**src/rtl/ama_riscv_dmem_arbiter.sv**
```systemverilog
// Arbitrates the single-port synchronous DMEM between the pipeline MEM stage and a host port.
// Optional starvation guard enabled by defining AMA_RISCV_DMEM_ARB_STARVE_EN.
module ama_riscv_dmem_arbiter #(
    parameter int AW         = 14,
    parameter int STARVE_MAX = 8
) (
    input  logic          clk,
    input  logic          rst,
    input  logic          core_en,
    input  logic [3:0]    core_we,
    input  logic [AW-1:0] core_addr,
    input  logic [31:0]   core_wdata,
    output logic          stall_core,
    input  logic          host_req_valid,
    output logic          host_req_ready,
    input  logic [3:0]    host_we,
    input  logic [AW-1:0] host_addr,
    input  logic [31:0]   host_wdata,
    output logic          host_rsp_valid,
    output logic [31:0]   host_rsp_data,
    output logic          mem_en,
    output logic [3:0]    mem_we,
    output logic [AW-1:0] mem_addr,
    output logic [31:0]   mem_wdata,
    input  logic [31:0]   mem_rdata
);

    if ((STARVE_MAX < 1) || (STARVE_MAX > 255)) begin : g_starve_max_check
        $error("STARVE_MAX must be in 1..255");
    end

    typedef enum logic {
        IDLE = 1'b0,
        RSP  = 1'b1
    } state_t;

    state_t state_q, state_d;
    logic   rd_flag_q, rd_flag_d;
    logic   idle;
    logic   force_stall;
    logic   host_acc;

    assign idle = (state_q == IDLE);

`ifdef AMA_RISCV_DMEM_ARB_STARVE_EN
    localparam logic [7:0] STARVE_LIMIT = 8'(STARVE_MAX);

    logic [7:0] starve_cnt_q, starve_cnt_d;

    assign force_stall = idle & core_en & host_req_valid & (starve_cnt_q == STARVE_LIMIT);

    // Counts only cycles the core actually blocks a waiting host request.
    always_comb begin
        starve_cnt_d = starve_cnt_q;
        if (host_acc) begin
            starve_cnt_d = 8'd0;
        end else if (idle & host_req_valid & core_en & ~force_stall) begin
            if (starve_cnt_q != STARVE_LIMIT) begin
                starve_cnt_d = starve_cnt_q + 8'd1;
            end
        end
    end

    always_ff @(posedge clk or negedge rst) begin
        if (!rst) begin
            starve_cnt_q <= 8'd0;
        end else begin
            starve_cnt_q <= starve_cnt_d;
        end
    end
`else
    assign force_stall = 1'b0;
`endif

    assign stall_core     = force_stall;
    assign host_req_ready = idle & (~core_en | force_stall);
    assign host_acc       = host_req_valid & host_req_ready;

    always_comb begin
        state_d        = state_q;
        rd_flag_d      = rd_flag_q;
        host_rsp_valid = 1'b0;
        host_rsp_data  = 32'h0;
        mem_en         = core_en & ~stall_core;
        mem_we         = 4'h0;
        mem_addr       = core_addr;
        mem_wdata      = core_wdata;

        if (host_acc) begin
            mem_en    = 1'b1;
            mem_we    = host_we;
            mem_addr  = host_addr;
            mem_wdata = host_wdata;
        end else if (mem_en) begin
            mem_we = core_we;
        end

        case (state_q)
            IDLE: begin
                if (host_acc) begin
                    state_d   = RSP;
                    rd_flag_d = (host_we == 4'h0);
                end
            end
            RSP: begin
                host_rsp_valid = 1'b1;
                host_rsp_data  = rd_flag_q ? mem_rdata : 32'h0;
                state_d        = IDLE;
            end
            default: state_d = IDLE;
        endcase
    end

    always_ff @(posedge clk or negedge rst) begin
        if (!rst) begin
            state_q   <= IDLE;
            rd_flag_q <= 1'b0;
        end else begin
            state_q   <= state_d;
            rd_flag_q <= rd_flag_d;
        end
    end

endmodule

```
**config.mk**
```make
export PLATFORM = sky130hd
export DESIGN_NAME = ama_riscv_dmem_arbiter
export DESIGN_NICKNAME = d
export VERILOG_FILES = /design/src/rtl/ama_riscv_dmem_arbiter.sv
export SDC_FILE = /design/constraint.sdc
export NUM_CORES = 1
export LEC_CHECK = 0
export CAP_MARGIN = 20
export CORE_MARGIN = 4
export CORE_UTILIZATION = 18
export CTS_CLUSTER_SIZE = 12
export DETAILED_ROUTE_END_ITERATION = 10
export GPL_TIMING_DRIVEN = 0
export PLACE_DENSITY = 0.85
export SKIP_CTS_REPAIR_TIMING = 1
export SYNTH_ARGS = -nofsm -noshare
export SYNTH_HDL_FRONTEND = slang
export SYNTH_SLANG_ARGS = --single-unit
```
**constraint.sdc**
```tcl
create_clock -name clk -period 1.7 [get_ports clk]
set_input_delay 0.425 -clock clk [delete_from_list [all_inputs] [get_ports clk]]
set_output_delay 0.425 -clock clk [all_outputs]
set_load 0.03 [all_outputs]
```
==> impl_results.html <==
<table>
<tr><th>Metric</th><th>Value</th></tr>
<tr><th colspan="2">Status</th></tr>
<tr><td>Status</td><td>finished, violations left</td></tr>
<tr><td>Failing checks</td><td>setup timing</td></tr>
<tr><th colspan="2">Placed design</th></tr>
<tr><td>DP Wirelength</td><td>~6000 um</td></tr>
<tr><td>Global placement routability congestion</td><td>approximately 0.77</td></tr>
<tr><td>Worst slack after detailed placement</td><td>-1.28 ns</td></tr>
<tr><td>Number of port buffers</td><td>220</td></tr>
<tr><th colspan="2">Power</th></tr>
<tr><td>Share of total power in sequential cells</td><td>under 10%</td></tr>
<tr><td>Logic pwr share</td><td>approximately four fifths</td></tr>
<tr><td>Worst voltage drop across the vdd grid</td><td>approximately 0.28 mV</td></tr>
<tr><td>Final Total Pwr</td><td>0.00126 W</td></tr>
<tr><td>Static power due to leakage</td><td>between 1.5 and 2 nW</td></tr>
<tr><td>Power Dens Cells</td><td>about 360 nW/um^2</td></tr>
<tr><td>Cell-internal power</td><td>0.000795 W</td></tr>
<tr><td>Sw frac</td><td>between 30% and 40%</td></tr>
<tr><td>Net switching power of the design</td><td>approximately 0.00046 W</td></tr>
<tr><td>Clock Power Share</td><td>16.1%</td></tr>
<tr><th colspan="2">STA</th></tr>
<tr><td>Setup TNS</td><td>-37.91 ns</td></tr>
<tr><td>Worst clock skew</td><td>roughly 0.0054 ns</td></tr>
<tr><td>Count of pins over their slew limit</td><td>0</td></tr>
<tr><td>Maximum operating frequency</td><td>between 400 and 500 MHz</td></tr>
<tr><td>RSZ-0062 raised after global routing</td><td>yes</td></tr>
<tr><td>Final setup viols</td><td>between 70 and 80</td></tr>
<tr><td>Count of final hold-check violations</td><td>0</td></tr>
<tr><td>Fin crit period</td><td>roughly 2.3 ns</td></tr>
<tr><td>Crit path setup slack, layout</td><td>-0.612 ns</td></tr>
<tr><td>Final period utilization</td><td>136%</td></tr>
<tr><th colspan="2">Routing</th></tr>
<tr><td>Met3 Wirelength</td><td>783 um</td></tr>
<tr><td>Post-route DRC violation count</td><td>0</td></tr>
<tr><td>Sum of routed wire length over all layers</td><td>7220 um</td></tr>
<tr><td>Wl on met1</td><td>roughly 2400 um</td></tr>
<tr><td>DR WL met2</td><td>around 4000 um</td></tr>
<tr><td>Average routed wire per standard cell</td><td>about 18 um</td></tr>
<tr><td>Vias per std cell</td><td>around 4.3</td></tr>
<tr><td>Post-route antenna net violation count</td><td>0</td></tr>
<tr><td>Initial drt markers</td><td>32</td></tr>
<tr><td>Number of detailed-route iterations in the first pass</td><td>4</td></tr>
<tr><td>Routed vias</td><td>1752</td></tr>
<tr><td>Uppermost layer routed</td><td>met4</td></tr>
<tr><th colspan="2">Finish</th></tr>
<tr><td>Antenna Diode Count</td><td>0</td></tr>
<tr><td>Area Overhead vs Synth</td><td>201%</td></tr>
<tr><td>Fraction of layout instances using a drive strength above 1</td><td>between 40% and 50%</td></tr>
<tr><td>Leading cell types in the layout, fill and taps excluded</td><td>sky130_fd_sc_hd__clkdlybuf4s50_1, sky130_fd_sc_hd__mux2_4, sky130_fd_sc_hd__clkbuf_2</td></tr>
<tr><td>Total of fill cells in the finished design</td><td>~540</td></tr>
<tr><td>Final nets</td><td>474</td></tr>
<tr><td>Most frequent standard cell in the layout excluding fill and tap cells</td><td>sky130_fd_sc_hd__clkdlybuf4s50_1</td></tr>
<tr><td>End-of-flow core utilization</td><td>between 50% and 60%</td></tr>
<tr><th colspan="2">Critical path</th></tr>
<tr><td>Largest fanout of any net on the critical path</td><td>8</td></tr>
<tr><td>Setup Crit Path Kind</td><td>flop to output port</td></tr>
<tr><td>Startpoint class of the critical path</td><td>flop</td></tr>
<tr><td>Crit path DAT</td><td>about 1.9 ns</td></tr>
<tr><td>Worst Path Required</td><td>roughly 1.3 ns</td></tr>
<tr><td>Kind of end point of the critical path</td><td>output port</td></tr>
<tr><th colspan="2">Clock tree</th></tr>
<tr><td>CTS max path bufs</td><td>2</td></tr>
<tr><td>Num CTS Buffers</td><td>3</td></tr>
<tr><td>CTS sink count</td><td>2</td></tr>
<tr><td>Clock latency on the worst-skew pair</td><td>0.21 ns</td></tr>
<tr><td>Clock transition time at the flip-flop clock pins of the worst setup and hold paths</td><td>around 0.030 ns</td></tr>
<tr><td>CTS Root Buffer Type</td><td>sky130_fd_sc_hd__clkbuf_8</td></tr>
<tr><td>Clock tree from TritonCTS</td><td>done</td></tr>
<tr><td>CTS H-Tree Depth</td><td>1</td></tr>
<tr><th colspan="2">Floorplan</th></tr>
<tr><td>Row cnt</td><td>28</td></tr>
<tr><td>Die outline area</td><td>~7700 sq um</td></tr>
<tr><td>Placeable Area</td><td>between 6000 and 7000 sq um</td></tr>
<tr><td>Starting density of the core</td><td>between 10% and 20%</td></tr>
<tr><td>Y dimension of the die</td><td>between 80 and 90 um</td></tr>
<tr><td>Number of placed I/O pins</td><td>222</td></tr>
<tr><td>Die Wd</td><td>slightly below 90 um</td></tr>
<tr><th colspan="2">Min path</th></tr>
<tr><td>Class of the worst hold path</td><td>input pin to async pin</td></tr>
<tr><th colspan="2">Yosys</th></tr>
<tr><td>Cell area after synthesis</td><td>between 1000 and 1500 sq um</td></tr>
<tr><td>Cell types occupying the most area after synthesis</td><td>sky130_fd_sc_hd__mux2_4, sky130_fd_sc_hd__and3_1, sky130_fd_sc_hd__buf_12, sky130_fd_sc_hd__dfrtp_1, sky130_fd_sc_hd__a22o_1</td></tr>
<tr><td>Sequential-to-total area share from yosys stat</td><td>between 4 and 5%</td></tr>
<tr><td>Fraction of synthesized cell area taken by the top area cell type</td><td>~58%</td></tr>
<tr><td>Avg Cell Area, Syn</td><td>about 11 sq um</td></tr>
<tr><td>#FFs+latches synth</td><td>2</td></tr>
<tr><td>Synth Warn #</td><td>0</td></tr>
<tr><td>Distinct cell type count after synthesis</td><td>15</td></tr>
<tr><td>Cell taking the most area after synthesis</td><td>sky130_fd_sc_hd__mux2_4</td></tr>
<tr><td>Net count after synthesis</td><td>about 240</td></tr>
<tr><td>Count of mapped cells out of synthesis</td><td>103</td></tr>
<tr><th colspan="2">GRT</th></tr>
<tr><td>Maximum number of pins on one net before global-route repair</td><td>11</td></tr>
<tr><td>Number of global-route vias before repair</td><td>roughly 1800</td></tr>
<tr><td>Initial antenna violation count</td><td>0</td></tr>
<tr><td>GRT Residual Overflow</td><td>0</td></tr>
<tr><td>Global Route Usage Sum</td><td>~15%</td></tr>
<tr><td>Global-route wire length before repair</td><td>9310 um</td></tr>
<tr><th colspan="2">Flow run</th></tr>
<tr><td>Max-cap violation count</td><td>0</td></tr>
</table>
## registers in the layout, indices dropped and copies added (netlist names)
name and cells:
rd_flag_q 1, state_q 1
## through the flow
stage          instances  area (sq um)  hold WS (ns)
6_report             412          3450         0.393
5_1_grt              412          3450         0.387
4_1_cts              402          3500         0.391
3_5_place_dp         398          3450         0.610
3_3_place_gp         398          3450         0.607
2_1_floorplan        103          1150         0.129
## power groups by stage
stage / sequential [W] / clock [W] / combinational [W]
2_1_floorplan: 0.0000572 / 0 / 0.000468
3_3_place_gp: 0.0000559 / 0 / 0.00100
3_5_place_dp: 0.0000560 / 0 / 0.00101
4_1_cts: 0.0000555 / 0.000203 / 0.00102
5_1_grt: 0.0000557 / 0.000219 / 0.00105
6_report: 0.0000554 / 0.000203 / 0.00100
## worst max-delay path, stage by stage, from the launching register on
cell and delay (ns):
sky130_fd_sc_hd__dfrtp_2 0.44, sky130_fd_sc_hd__buf_6 0.13, sky130_fd_sc_hd__nor3b_4 0.22, sky130_fd_sc_hd__buf_8 0.22, sky130_fd_sc_hd__clkbuf_16 0.17, sky130_fd_sc_hd__mux2_4 0.29
sky130_fd_sc_hd__clkbuf_2 0.19
## layout make-up
type,count,area (sq um),area share (%)
Buffer,13,148,4.28
Clock buffer,4,45.0,1.30
Multi-Input combinational cell,88,981,28.4
Sequential cell,2,51.3,1.49
Tap cell,75,93.8,2.72
Timing Repair Buffer,230,2130,61.8
## logic make-up (layout without fill, tap and decap cells)
logic type,count (synthesis),after routing,synth area share (%)
AO/OA/AOI/OAI,4,4,3.05
other,1,1,0.326
AND/OR/NAND/NOR,36,36,19.9
buffers and inverters,13,247,11.9
multiplexers,47,47,60.5
flip-flops,2,2,4.36
## Yosys cell counts
cell	number
sky130_fd_sc_hd__mux2_4	44
sky130_fd_sc_hd__buf_12	4
sky130_fd_sc_hd__buf_8	1
sky130_fd_sc_hd__mux2_2	3
sky130_fd_sc_hd__and3_1	32
sky130_fd_sc_hd__or2_1	1
sky130_fd_sc_hd__buf_4	1
sky130_fd_sc_hd__nor3b_2	1
sky130_fd_sc_hd__buf_6	1
sky130_fd_sc_hd__conb_1	1
sky130_fd_sc_hd__nor4_1	1
sky130_fd_sc_hd__dfrtp_1	2
sky130_fd_sc_hd__a22o_1	4
sky130_fd_sc_hd__nor2_1	1
sky130_fd_sc_hd__clkbuf_1	6
## path summary, 6_finish.rpt
kind	slack, ns	endpoint	start	cells past startpoint
max reg2reg	0.09	rd_flag_q	state_q	6
max	-0.61	mem_wdata[12]	state_q	6
max in group asynchronous	1.15	state_q	rst	1
min reg2reg	0.62	rd_flag_q	rd_flag_q	1
min	0.39	state_q	rst	1
min in group clk	0.62	rd_flag_q	rd_flag_q	1
## metal layers
metal  track usage [%]  up-vias
met4              2.93        0
li1                  -      857
met3              4.52       10
met5                 0        -
met1              15.8      773
met2              30.0      112
Power figures use the tool's default switching activity.
==> patch (config.mk and constraints unchanged) <==
`AW`: 14 -> 13.
--- a/src/rtl/ama_riscv_dmem_arbiter.sv
+++ b/src/rtl/ama_riscv_dmem_arbiter.sv
@@ -3,3 +3,3 @@
 module ama_riscv_dmem_arbiter #(
-    parameter int AW         = 14,
+    parameter int AW         = 13,
     parameter int STARVE_MAX = 8
Interface: changed (resized core_addr, host_addr and mem_addr); port bits go from 222 to 219. The function was not compared with the original's and may differ.
==> patch against the original RTL <==
  * The flow still finishes with violations (negative setup slack)
  * Global-route usage grew 2.2 points
  * Sequential cell count is the same
  * Setup slack gained 0.096 ns
  * Design area shrank 2.4%
  * Routed wire length shrank 2.6%
  * Area after synthesis shrank 11%
  * Total power shrank 1.3%
  * Die area shrank 10%
  * Critical path type unchanged
  * Critical endpoint is now mem_addr[10]
==> patch: results (changes against the original RTL) <==
SYNTH
-------------------------------------------------------------------------------------
Net count after synthesis                                                         236   -1.3%
Mean Syn Cell Area                                                         9.997 um^2   -10%
Dominant cells by area after synthesis                                   sky130_fd_sc_hd__mux2_4, sky130_fd_sc_hd__mux2_2, sky130_fd_sc_hd__and3_1
Part of the Yosys area used for sequential elements                            4.908%   +0.55 points
Compound-Gate Fraction of Synth Area                                           3.926%   +0.88 points
Main synth FF type                                                       sky130_fd_sc_hd__dfrtp_1
Synth cell count leaders                                                 sky130_fd_sc_hd__and3_1, sky130_fd_sc_hd__mux2_2, sky130_fd_sc_hd__mux2_4
Distinct cell type count of the synthesized netlist                                14   -1
Number of synthesized flops with an enable pin                                      0   unchanged
Post-synthesis mux area share                                                  58.16%   -2.3 points

STA
-------------------------------------------------------------------------------------
Post-Route Setup TNS                                                        -21.75 ns   +16.16 ns
Setup-failing EPs final                                                            53   -25%
Min setup slack post-route                                                 -0.5158 ns   +0.09630 ns
Worst clock skew on the final layout                                      0.007872 ns   +0.002519 ns

CLOCKING
-------------------------------------------------------------------------------------
TritonCTS buffer count                                                              3   unchanged
Max clock buf depth                                                                 2   unchanged
Cell chosen for the clock root                                           sky130_fd_sc_hd__clkbuf_8

PLACE
-------------------------------------------------------------------------------------
Global placer's final weighted congestion                                      0.7834   +2.2%
Number of buffer cells added on primary ports                                     216   -1.8%
HPWL Detailed                                                                 5808 um   -3.5%
Placement Setup Slack                                                       -1.300 ns   -0.01520 ns
DP Cell Count                                                                     390   -2.0%
Post-DP Area                                                             0.003367 mm^2   -2.4%

DRT
-------------------------------------------------------------------------------------
Count of routing violations after the opening detailed-route iteration             26   -19%
Drt wl/cell                                                                  17.45 um   -0.39%
Vias after detailed routing                                                      1714   -2.2%
Via-per-instance ratio                                                          4.253   about the same
Detailed-router iteration count before antenna repair                               6   +2

MIN PATH
-------------------------------------------------------------------------------------
Kind of path behind the tightest hold check                                  in2async

PWR
-------------------------------------------------------------------------------------
Power per unit of standard cell area                                     368.7 mW/mm^2   +1.1%
Cell-internal power                                                          790.5 uW   -0.55%
Part of the total power dissipated in combinational logic                       79.7%   +0.2 points
Sequential share of power                                                        4.5%
Maximum vdd drop                                                          0.0003522 V   +27%
Reported leakage power                                                    0.001717 uW   -0.27%

OUTCOME
-------------------------------------------------------------------------------------
Run status                                                               finished, violations left
Failing checks                                                           negative setup slack

GLOBAL ROUTING
-------------------------------------------------------------------------------------
Wire length of the first global-routing pass                                  9956 um   +7.0%
Initial antenna violation count                                                     0   unchanged
Via count of the first global-routing pass                                       1785   -0.61%
Overall routing resource usage                                                 17.48%   +2.2 points

FINISH
-------------------------------------------------------------------------------------
Share of post-route cells with drive strength above 1                          48.64%   +6.5 points
ANT cells                                                                           0   unchanged
Nets                                                                              466   -1.7%

WORST SETUP PATH
-------------------------------------------------------------------------------------
Arrival time at the worst endpoint                                            1.79 ns   -0.10 ns
Worst-path fanout max                                                               7   -1

==> patch: changes by cell type after synthesis <==
| cell | delta |
|---|---|
| sky130_fd_sc_hd__or2_2 | +1 |
| sky130_fd_sc_hd__a22o_1 | -4 |
| sky130_fd_sc_hd__or2_1 | -1 |
| sky130_fd_sc_hd__nor3b_4 | +1 |
| sky130_fd_sc_hd__mux2_4 | -24 |
| sky130_fd_sc_hd__buf_6 | +5 |
| sky130_fd_sc_hd__nor3b_2 | -1 |
| sky130_fd_sc_hd__mux2_2 | +18 |
| sky130_fd_sc_hd__mux2_1 | +5 |
| sky130_fd_sc_hd__buf_12 | -4 |
| sky130_fd_sc_hd__buf_8 | -1 |
| sky130_fd_sc_hd__a22o_2 | +4 |
==> patch: path summary, 6_finish.rpt <==
path / from / slack, ns / to / cells after the start
max: state_q / -0.52 / mem_addr[10] / 6
min: rst / 0.38 / state_q / 1
max reg2reg: state_q / 0.26 / rd_flag_q / 4
min reg2reg: rd_flag_q / 0.62 / rd_flag_q / 1
max in group asynchronous: rst / 1.17 / state_q / 1
min in group clk: rd_flag_q / 0.62 / rd_flag_q / 1
==> patch: metal layers <==
metal  up-vias  track usage, %  part of all wire (%)
li1        843               -                     -
met1       781           18.64                    36
met2        86           34.69                    57
met3         4           5.159                   7.2
met4         0           1.337                  0.53
met5         -               0                     0
==> patch: cell type report <==
class                           instances  area (um^2)
Fill cell                             479         2137
Multi-Input combinational cell         87        991.0
Tap cell                               72        90.09
Clock buffer                            4        45.04
Sequential cell                         2        51.30
Buffer                                 13        160.2
Timing Repair Buffer                  225         2032
==> patch: worst max-delay path: cells and delay by family (launching register included) <==
family	cells	cell delay, ns
multiplexers	1	0.29
flip-flops	1	0.45
AND/OR/NAND/NOR	1	0.26
buffers and inverters	4	0.58
